$ cat config.mk
export PLATFORM = sky130hd
export DESIGN_NAME = reg_file_2r1w
export DESIGN_NICKNAME = d
export VERILOG_FILES = /design/src/rtl/reg_file_2r1w.sv
export SDC_FILE = /design/constraint.sdc
export NUM_CORES = 1
export LEC_CHECK = 0
export ABC_AREA = 1
export CAP_MARGIN = 20
export CELL_PAD_IN_SITES_DETAIL_PLACEMENT = 0
export CELL_PAD_IN_SITES_GLOBAL_PLACEMENT = 2
export CORE_ASPECT_RATIO = 1.2
export CORE_MARGIN = 3
export CORE_UTILIZATION = 34
export DETAILED_ROUTE_END_ITERATION = 6
export PLACE_DENSITY_LB_ADDON = 0.05
export SLEW_MARGIN = 10
export SYNTH_ARGS = -nofsm -noshare
export SYNTH_HDL_FRONTEND = slang
export SYNTH_SLANG_ARGS = --single-unit
$ cat constraint.sdc
create_clock -name clk -period 1.5 [get_ports clk]
set_input_delay 0.3 -clock clk [delete_from_list [all_inputs] [get_ports clk]]
set_output_delay 0.3 -clock clk [all_outputs]
set_load 0.02 [all_outputs]
$ cat src/rtl/reg_file_2r1w.sv
// rtl/reg_file_2r1w.sv - DEPTH x DATA_WIDTH register bank, one write port, two registered read ports, sweep clear
//
// Ports:
//   clk, rst_n            rising-edge clock, asynchronous active-low reset
//   we, waddr, wdata      synchronous write port (ignored while busy or waddr >= DEPTH)
//   re_a, raddr_a, rdata_a  registered read port A (1-cycle latency, holds when re_a=0)
//   re_b, raddr_b, rdata_b  registered read port B
//   clr_req               single-cycle request to zero every entry, one entry per cycle
//   busy                  high while the clear sweep runs (exactly DEPTH cycles)
//   parity_err_a/_b       stored-parity mismatch flags, only with RF_PARITY_EN
//
// Optional feature macro: RF_PARITY_EN (adds an even-parity bit per entry and the
// parity_err_a/parity_err_b outputs). Undefined by default.

module reg_file_2r1w #(
  parameter int DATA_WIDTH = 8,
  parameter int DEPTH      = 8,
  parameter int ADDR_WIDTH = 3
) (
  input  logic                  clk,
  input  logic                  rst_n,
  input  logic                  we,
  input  logic [ADDR_WIDTH-1:0] waddr,
  input  logic [DATA_WIDTH-1:0] wdata,
  input  logic                  re_a,
  input  logic [ADDR_WIDTH-1:0] raddr_a,
  output logic [DATA_WIDTH-1:0] rdata_a,
  input  logic                  re_b,
  input  logic [ADDR_WIDTH-1:0] raddr_b,
  output logic [DATA_WIDTH-1:0] rdata_b,
  input  logic                  clr_req,
  output logic                  busy
`ifdef RF_PARITY_EN
  ,
  output logic                  parity_err_a,
  output logic                  parity_err_b
`endif
);

  typedef enum logic {
    IDLE  = 1'b0,
    SWEEP = 1'b1
  } state_e;

  localparam logic [ADDR_WIDTH-1:0] LAST_IDX = ADDR_WIDTH'(DEPTH - 1);
  localparam logic [ADDR_WIDTH:0]   DEPTH_X  = (ADDR_WIDTH + 1)'(DEPTH);

  state_e                state_q;
  logic [ADDR_WIDTH-1:0] cnt_q;
  logic [DATA_WIDTH-1:0] mem_q [DEPTH];

  logic                  wr_acc;
  logic                  byp_a;
  logic                  byp_b;
  logic [DATA_WIDTH-1:0] rd_a;
  logic [DATA_WIDTH-1:0] rd_b;

  // busy is the registered state itself, so it rises the cycle after clr_req is sampled.
  assign busy   = (state_q == SWEEP);
  assign wr_acc = we && (state_q == IDLE) && ({1'b0, waddr} < DEPTH_X);
  assign byp_a  = wr_acc && re_a && (raddr_a == waddr);
  assign byp_b  = wr_acc && re_b && (raddr_b == waddr);

  // Clear sequencer
  always_ff @(posedge clk or negedge rst_n) begin
    if (!rst_n) begin
      state_q <= IDLE;
      cnt_q   <= '0;
    end else begin
      case (state_q)
        IDLE: begin
          if (clr_req) begin
            state_q <= SWEEP;
            cnt_q   <= '0;
          end
        end
        SWEEP: begin
          if (cnt_q == LAST_IDX) begin
            state_q <= IDLE;
            cnt_q   <= '0;
          end else begin
            cnt_q <= cnt_q + 1'b1;
          end
        end
        default: begin
          state_q <= IDLE;
          cnt_q   <= '0;
        end
      endcase
    end
  end

  // Storage. Writes and sweep clears are mutually exclusive because writes are
  // only accepted in IDLE; address matching by loop avoids indexing past DEPTH.
  always_ff @(posedge clk or negedge rst_n) begin
    if (!rst_n) begin
      for (int i = 0; i < DEPTH; i++) begin
        mem_q[i] <= '0;
      end
    end else begin
      for (int i = 0; i < DEPTH; i++) begin
        if ((state_q == SWEEP) && (cnt_q == ADDR_WIDTH'(i))) begin
          mem_q[i] <= '0;
        end else if (wr_acc && (waddr == ADDR_WIDTH'(i))) begin
          mem_q[i] <= wdata;
        end
      end
    end
  end

  // Read muxes; an address with no matching entry falls through to 0.
  always_comb begin
    rd_a = '0;
    rd_b = '0;
    for (int i = 0; i < DEPTH; i++) begin
      if (raddr_a == ADDR_WIDTH'(i)) rd_a = mem_q[i];
      if (raddr_b == ADDR_WIDTH'(i)) rd_b = mem_q[i];
    end
  end

  always_ff @(posedge clk or negedge rst_n) begin
    if (!rst_n) begin
      rdata_a <= '0;
      rdata_b <= '0;
    end else begin
      if (re_a) rdata_a <= byp_a ? wdata : rd_a;
      if (re_b) rdata_b <= byp_b ? wdata : rd_b;
    end
  end

`ifdef RF_PARITY_EN
  logic par_q [DEPTH];
  logic rp_a;
  logic rp_b;

  always_ff @(posedge clk or negedge rst_n) begin
    if (!rst_n) begin
      for (int i = 0; i < DEPTH; i++) begin
        par_q[i] <= 1'b0;
      end
    end else begin
      for (int i = 0; i < DEPTH; i++) begin
        if ((state_q == SWEEP) && (cnt_q == ADDR_WIDTH'(i))) begin
          par_q[i] <= 1'b0;
        end else if (wr_acc && (waddr == ADDR_WIDTH'(i))) begin
          par_q[i] <= ^wdata;
        end
      end
    end
  end

  always_comb begin
    rp_a = 1'b0;
    rp_b = 1'b0;
    for (int i = 0; i < DEPTH; i++) begin
      if (raddr_a == ADDR_WIDTH'(i)) rp_a = par_q[i];
      if (raddr_b == ADDR_WIDTH'(i)) rp_b = par_q[i];
    end
  end

  // Out-of-range reads see data 0 / parity 0 and therefore report no error.
  always_ff @(posedge clk or negedge rst_n) begin
    if (!rst_n) begin
      parity_err_a <= 1'b0;
      parity_err_b <= 1'b0;
    end else begin
      if (re_a) parity_err_a <= byp_a ? 1'b0 : ((^rd_a) != rp_a);
      if (re_b) parity_err_b <= byp_b ? 1'b0 : ((^rd_b) != rp_b);
    end
  end
`endif

endmodule

# Word level (Yosys, flattened, before mapping)
# Cells that the tools add are included.
# Widths: inputs -> output; s select.
[word_totals] regBits=84 out_inout_bits=17
[op_classes] eq_ne=31 add_sub_neg=1 reduce_logical=33 bitwise=1 n_mux=40
[op_table] cell="$mux 8" count=34
[op_table] cell="$eq 3x3->1 const B" count=16
[op_table] cell="$eq 3x2->1 const B" count=8
[op_table] cell="$logic_and 1x1->1" count=21
[op_table] cell="$reduce_bool 2->1" count=8
[op_table] cell="$eq 3x1->1 const B" count=4
[op_table] cell="$logic_not 3->1" count=4
[op_table] cell="$eq 3x3->1" count=2
[op_table] cell="$mux 3" count=2
[op_table] cell="$pmux 3 s2" count=1
[op_table] cell="$add 3x1->3 const B" count=1
[op_table] cell="$mux 1" count=2
[op_table] cell="$ne 2x2->1 const B" count=1
[op_table] cell="$pmux 1 s2" count=1
[op_table] cell="$not 1->1" count=1

# Depth between registers and ports, before layout
# Gate-level depths: netlist of run 1.
[logic_depth] word_depth=10 mapped_depth=9 mapped_depth_nobuf=9

# Worst setup path after synthesis of run 1
# Ideal clock, no wire load.
[synth_path] path_type="register to register" start="reg state_q, in the netlist busy" end="reg mem_q[13] (netlist name)" setup_ps=131 slack_ps=54 arrival_time_ps=1315 path_buffers=1 synth_period_minus_slack_ps=1446 required_ps=1369 path_stages_with_launch=8 cell_sequence="dfrtp_1 > inv_1 > nand2_1 > nor2_1 > nand2_1 > clkbuf_1 > nand3_1 > o21ai_0"
[synth_between] elab_chain_cells=4
[synth_lines] item="start, declared" line_no="48" source="state_e state_q;"
[synth_lines] item="start signal, assigned" line_no="67" source="state_q <= IDLE;"
[synth_lines] item="start signal, assigned" line_no="73" source="state_q <= SWEEP;"
[synth_lines] item="start signal, assigned" line_no="79" source="state_q <= IDLE;"
[synth_lines] item="$not 1->1" line_no="60" source="assign wr_acc = we && (state_q == IDLE) && ({1'b0, waddr} < DEPTH_X);"
[synth_lines] item="$logic_and 1x1->1" line_no="60"
[synth_lines] item="$logic_and 1x1->1" line_no="104" source="end else if (wr_acc && (waddr == ADDR_WIDTH'(i))) begin"
[synth_lines] item="$reduce_bool 2->1 (no source line)"
[synth_lines] item="end signal, assigned by index" line_no="105" source="mem_q[i] <= wdata;"
[synth_lines] item="end, declared" line_no="50" source="logic [DATA_WIDTH-1:0] mem_q [DEPTH];"
# Parallel ways exist; a longest one is shown, timed or not.
# A chain may end at the register's enable or synchronous reset.

# Worst setup path in the final report of run 1
[layout_path] start="in raddr_b[0]" end="reg rdata_b[5]"
[layout_between] elab_chain_cells=10
[layout_lines] item="start, declared" line_no="29" source="input logic [ADDR_WIDTH-1:0] raddr_b,"
[layout_lines] item="$logic_not 3->1" line_no="117" source="if (raddr_b == ADDR_WIDTH'(i)) rd_b = mem_q[i];"
[layout_lines] item="$mux 8 (8 in series)" line_no="117"
[layout_lines] item="$mux 8 *" line_no="127" source="if (re_b) rdata_b <= byp_b ? wdata : rd_b;"
[layout_lines] item="end signal, assigned" line_no="127"
[layout_lines] item="end, declared" line_no="30" source="output logic [DATA_WIDTH-1:0] rdata_b,"
# Mark *: on every way between the ends. The rest lies on a longest branch, timed or not.

==> out/metrics.cfg, run 1 <==
[timing]
rsz0062_at_grt = yes
period_needed_ps = 1427
finalClockSkew_ps = 12.25
whs_ps = 429.9
fmax_mhz = 700.9
worstMarginPinSlew_ps = 392.7
tns_ps = 0
drv_slew = 0
slew_headroom_pct = 73.82
fin_ws_ps = 73.34
fin_crit_sh_pct = 95.11
hold_viol_final = 0
setup_violations = 0

[setup_path]
r2r-start = busy
max_stage_delay_ps = 300
worst-path-buf-inv = 3
required_ps = 1730
cp_max_fo = 5
path_class = in -> reg
arrival_ps = 1660
crit_top_cell = nand2_1
ff2ff_setup_slack_ps = 90
slowest_stage = dlygate4sd2_1
critPathCaptureType = flop
r2r_end = rdata_a[4]
worstPathCellList = dlygate4sd2_1 -> inv_2 -> nand2_1 -> nand2_1 -> and2b_2 -> buf_6 -> a21oi_1 -> nand4_1 -> nand2_1 -> nand2_1
reg2reg_depth = 8
start_kind = primary input
crit_family = simple AND/OR/NAND/NOR gates

[synth]
yosysWarnings = 0
syn_inst = 607
ys_seq_area_share_pct = 45.47
netlist_area_mm2 = 0.004623
muxShareOfSynthArea_pct = 0
synth_xor_area_share_pct = 0.7578
synth-compound-area-share_pct = 11.72
synth.distinct_cells = 26
syn-num-nets = 636
synth_top_family_by_area = simple AND/OR/NAND/NOR gates
synthAdderAreaFrac_pct = 1.624
yosys.area_share.simple_pct = 33.15
ys_ff_latch = 84
syn_avg_cell_area_um2 = 7.616

[route]
vias_per_cell = 5.369
dr.pass1.iters = 5
drt_iter0_drc = 277
vias = 4816
wl_per_cell_um = 18.83
drc = 0
ant_nets = 0
routed_wl_um = 16890

[cells_and_area]
most-common-layout-cells = nand2_1 (108), dfrtp_1 (84), nand3_1 (75)
antenna_cells = 0
instances_no_fill = 897
nets = 753
final_common_cell = nand2_1
layout-drive-gt1-share_pct = 21.12
area_growth_syn_to_layout_pct = 38.24

[global_route]
grt_use_total_pct = 22.80
grt_pass1_wl_um = 26820
grt_pass1_vias = 4733
grt_max_degree = 35
overflow = 0
antenna_found_initial = 0

[clocking]
clkSinkCount = 84
htree_levels = 3
clockBufferDepth = 2
clkTransAtPathRegs_ps = 70
clockRootBuffer = clkbuf_16
cts_tree = yes
insertion_delay_ps = 340
cts_buffers = 9

[die]
die_w_um = 112.5
die_area_mm2 = 0.01504
num_rows = 46
core-area_mm2 = 0.01324
start_util_pct = 34.92
die_h_um = 133.7
pin_count = 40

[pwr]
power_density_mw_per_mm2 = 1371
ir_drop_mv = 0.5741
p_leak_nw = 3.019
total_power_mw = 8.761

[run]
maxCapViolCount = 0

[placement]
gp_congestion = 0.8893
port_buffers = 39
dp_cells = 878
pre_cts_slack_ps = -583.0
hpwl_um = 12960

[outcome]
status = finished, final reports clean

[min_path]
hp-class = in -> async

==> metrics by stage <==
step / area, µm² / util [%]
floorplan: 4623 / -
global placement: 5876 / 44.39
detailed placement: 5876 / 44.39
CTS: 6277 / 47.42
global route: 6391 / 48.28
finish: 6391 / 48.28
==> how the worst max path moves through the flow <==
stage          startpoint    endpoint  slack, ps  depth (start not counted)
2_1_floorplan        busy   mem_q[13]         50                          7
3_3_place_gp     waddr[1]  rdata_a[7]       -560                          9
3_5_place_dp     waddr[0]  rdata_a[7]       -580                          9
4_1_cts              busy   mem_q[39]          3                          6
5_1_grt              busy  rdata_a[4]        -50                          8
6_report       raddr_b[0]  rdata_b[5]         70                         10
==> worst register-to-register path, stage by stage, from the launching register on <==
cell and delay (ps):
dfrtp_1 410, nor2_1 100, buf_4 160, nand2_4 60, nor2_4 160, clkinv_4 140, o21ai_2 140, inv_1 60
a21oi_2 130
==> cells in the mapped netlist <==
| library cell | count | area, µm² |
|---|---|---|
| buf_4 | 2 | 15.01 |
| nand2_2 | 1 | 6.260 |
| clkbuf_2 | 1 | 5.000 |
| ha_1 | 6 | 75.07 |
| inv_2 | 4 | 15.01 |
| nor2_2 | 2 | 12.51 |
| inv_1 | 56 | 210.2 |
| nand2_1 | 115 | 431.7 |
| buf_2 | 4 | 20.02 |
| o31ai_1 | 1 | 7.510 |
| nor2_1 | 66 | 247.7 |
| clkinv_1 | 2 | 7.510 |
| clkbuf_1 | 12 | 45.04 |
| a21oi_1 | 24 | 120.1 |
| o21ai_0 | 56 | 280.3 |
| and2b_1 | 1 | 7.510 |
| nand3_1 | 75 | 375.4 |
| buf_6 | 1 | 11.26 |
| nor3_4 | 1 | 16.27 |
| nor3_2 | 6 | 60.06 |
| dfrtp_1 | 84 | 2102 |
| xnor2_1 | 4 | 35.03 |
| o22ai_1 | 20 | 125.1 |
| buf_1 | 2 | 7.510 |
| nand4_1 | 60 | 375.4 |
| a21oi_2 | 1 | 8.760 |
==> registers in the layout, indices dropped and copies added (netlist names) <==
register	flops
cnt_q	3
mem_q	64
busy	1
rdata_b	8
rdata_a	8
==> report_power, final <==
group	switching [mW]	internal [mW]	total, mW
clock network	1.00	1.64	2.64
registers	0.445	2.88	3.32
logic	1.66	1.13	2.80
==> cell families (layout without fill, tap and decap cells) <==
family                     count (synthesis)  after routing
xor gates and xnor gates                   4              4
buffers and inverters                     84            206
AOI/OAI and AO/OA                        102            102
adders and majority gates                  6              6
and+or+nand+nor                          327            327
DFF                                       84             84
==> routing by layer <==
metal / vias up / part of all wire [%] / global-route usage, %
li1: 2317 / - / -
met5: - / 0 / 0
met2: 164 / 49 / 38.44
met3: 21 / 4.1 / 2.317
met4: 0 / 1.7 / 6.012
met1: 2314 / 46 / 31.37
==> area by class of cell <==
cell class | instances | area, µm²
Inverter | 62 | 237.7
Multi-Input combinational cell | 439 | 2332
Clock inverter | 7 | 120.1
Tap cell | 168 | 210.2
Fill cell | 1355 | 6847
Sequential cell | 84 | 2102
Clock buffer | 9 | 225.2
Timing Repair Buffer | 128 | 1164
==> what timing repair did <==
item,CTS,global route
buffers inserted,1,1
hold buffers,1,0
pin swaps,7,13
endpoints found under the setup margin,53,63
resized for setup,44,50
endpoints found under the hold margin,25,0
Note: power is estimated with default switching activity, not from simulation.
==> run 2, diff against run 1 <==
--- a/config.mk
+++ b/config.mk
@@ -13,6 +13,7 @@
 export CORE_MARGIN = 3
 export CORE_UTILIZATION = 34
 export DETAILED_ROUTE_END_ITERATION = 6
+export HOLD_SLACK_MARGIN = 0.1
 export PLACE_DENSITY_LB_ADDON = 0.05
 export SLEW_MARGIN = 10
 export SYNTH_ARGS = -nofsm -noshare
==> results of run 2 <==
The final DEF is identical to that of run 1; final timing and power are the same.
==> run 3, diff against run 2 <==
--- a/config.mk
+++ b/config.mk
@@ -14,7 +14,8 @@
 export CORE_UTILIZATION = 34
 export DETAILED_ROUTE_END_ITERATION = 6
 export HOLD_SLACK_MARGIN = 0.1
-export PLACE_DENSITY_LB_ADDON = 0.05
+export MAX_ROUTING_LAYER = met4
+export PLACE_DENSITY = 0.85
 export SLEW_MARGIN = 10
 export SYNTH_ARGS = -nofsm -noshare
 export SYNTH_HDL_FRONTEND = slang
==> run 3 against run 2 <==
Against the previous run:
- worst setup slack improved by 40 ps
- total power fell by 3.0%
- sequential share of layout area increased by 0.59 points
- sequential power about the same
- die area did not move
- hold slack got worse by 52 ps
- routed wire length is 5.6% lower
- count of clock-buffer cells in the layout rose by 1
- highest routed layer unchanged
==> out/metrics.cfg, run 3 (synthesized netlist as in run 1, its figures left out) <==
[setup_path]
path_class = reg -> reg
arrival_ps = 1600
required_ps = 1720
start_kind = flop
critPathCaptureType = flop
cp_max_fo = 3

[die]
die_h_um = 133.7
pin_count = 40
die_area_mm2 = 0.01504
start_util_pct = 34.92
num_rows = 46
core-area_mm2 = 0.01324
die_w_um = 112.5

[pwr]
ir_drop_mv = 0.6081
p_leak_nw = 2.988
power_density_mw_per_mm2 = 1354

[route]
ant_nets = 0
drt_iter0_drc = 357
wl_per_cell_um = 17.83
routed_wl_um = 15940
vias_per_cell = 5.333
drc = 0
vias = 4768
dr.pass1.iters = 5

[clocking]
clockRootBuffer = clkbuf_16
clkSinkCount = 84
cts_buffers = 9
cts_tree = yes
insertion_delay_ps = 350
htree_levels = 3
clkTransAtPathRegs_ps = 70
clockBufferDepth = 2

[timing]
setup_violations = 0
tns_ps = 0
finalClockSkew_ps = 5.905
fmax_mhz = 721.0
hold_viol_final = 0
period_needed_ps = 1387
fin_crit_sh_pct = 92.46
worstMarginPinSlew_ps = 351.7
drv_slew = 0
slew_headroom_pct = 76.53

[global_route]
overflow = 0
grt_use_total_pct = 22.52
antenna_found_initial = 0
grt_max_degree = 29
grt_pass1_wl_um = 25680
grt_pass1_vias = 4677

[cells_and_area]
multi_input_area_mm2 = 0.002252
antenna_cells = 0
most-common-layout-cells = nand2_1 (111), dfrtp_1 (84), nand3_1 (75)
fin_util_pct = 47.43
postLayoutCellArea_mm2 = 0.006279
nets = 750
regMostFlops = mem_q
seq_area_mm2 = 0.002102
fillerInstances = 1327
layout-drive-gt1-share_pct = 18.18
reg_top3 = mem_q: 64 flops, rdata_a: 8 flops, rdata_b: 8 flops
largest_reg_flops = 64
final_common_cell = nand2_1
area_growth_syn_to_layout_pct = 35.81

[placement]
place_area_mm2 = 0.005863
gp_congestion = 0.9520
port_buffers = 39
hpwl_um = 12570

[min_path]
hp-class = in -> async

[outcome]
status = finished, final reports clean

[run]
maxCapViolCount = 0

run 3: cell count changes in the layout (fill, tap and decap cells not counted), moves of 3 or more:
cell / previous run / this run
a21oi_1: 18 / 23
a21oi_2: 6 / 0
o21ai_2: 7 / 0
nand2_1: 108 / 111
o21ai_0: 46 / 52
buf_4: 72 / 69
buf_6: 8 / 5
nor2_4: 3 / 0
run 3: area by class of cell:
| cell class | instances | area share (%) |
|---|---|---|
| Clock inverter | 6 | 1.375 |
| Multi-Input combinational cell | 439 | 35.87 |
| Inverter | 62 | 3.707 |
| Tap cell | 168 | 3.348 |
| Clock buffer | 10 | 3.806 |
| Timing Repair Buffer | 125 | 18.41 |
| Sequential cell | 84 | 33.48 |
run 3: worst paths after layout:
| check | to | slack [ps] | depth (start not counted) | startpoint |
|---|---|---|---|---|
| hold reg to reg | rdata_a[0] | 480 | 2 | rdata_a[0] |
| min in group clk | rdata_a[0] | 480 | 2 | rdata_a[0] |
| hold / removal | mem_q[51] | 380 | 2 | rst_n |
| max in group asynchronous | mem_q[44] | 600 | 3 | rst_n |
| setup reg to reg | mem_q[7] | 110 | 7 | cnt_q[0] |
| setup / recovery | mem_q[7] | 110 | 7 | cnt_q[0] |
run 3: critical path, cell delays in order (launching register included):
cell,delay [ps]
dfrtp_1,400
ha_1,220
ha_1,200
nand2_1,100
nand2_1,80
buf_4,140
nand3_1,50
o21ai_0,90
run 3: metal layers:
metal	GRT usage, %	wire length, µm	share of wire, %	vias to the layer above
li1	-	-	-	2314
met3	3.408	772	4.8	24
met4	8.016	405	2.5	0
met5	-	0	0	-
met1	28.23	6721	42	2290
met2	37.11	8040	50	140
run 3: power breakdown:
group	switching [mW]	internal, mW	leakage, nW	total, mW
Clock	0.979	1.51	0.159	2.48
Combinational	1.62	1.07	1.69	2.69
Sequential	0.442	2.88	1.14	3.32
run 3: what timing repair did:
| item | CTS | global route |
|---|---|---|
| pin swaps | 4 | 5 |
| hold buffers | 1 | 0 |
| gates cloned | 1 | 0 |
| endpoints found under the hold margin | 12 | 0 |
| resized for setup | 41 | 17 |
| buffers inserted | 1 | 2 |
| endpoints found under the setup margin | 36 | 49 |
run 3: through the flow:
| stage | hold WS [ps] | std cells | power [mW] | worst slack [ps] |
|---|---|---|---|---|
| final | 378.3 | 894 | 8.500 | 113.0 |
| after floorplan | 4.409 | 607 | 4.682 | 54.31 |
| after detailed placement | 192.5 | 873 | 6.058 | -526.7 |
| after global placement | 195.1 | 873 | 6.010 | -541.6 |
| after global routing | 407.3 | 894 | 9.012 | -3.326 |
| after CTS | 384.7 | 892 | 8.500 | 2.611 |
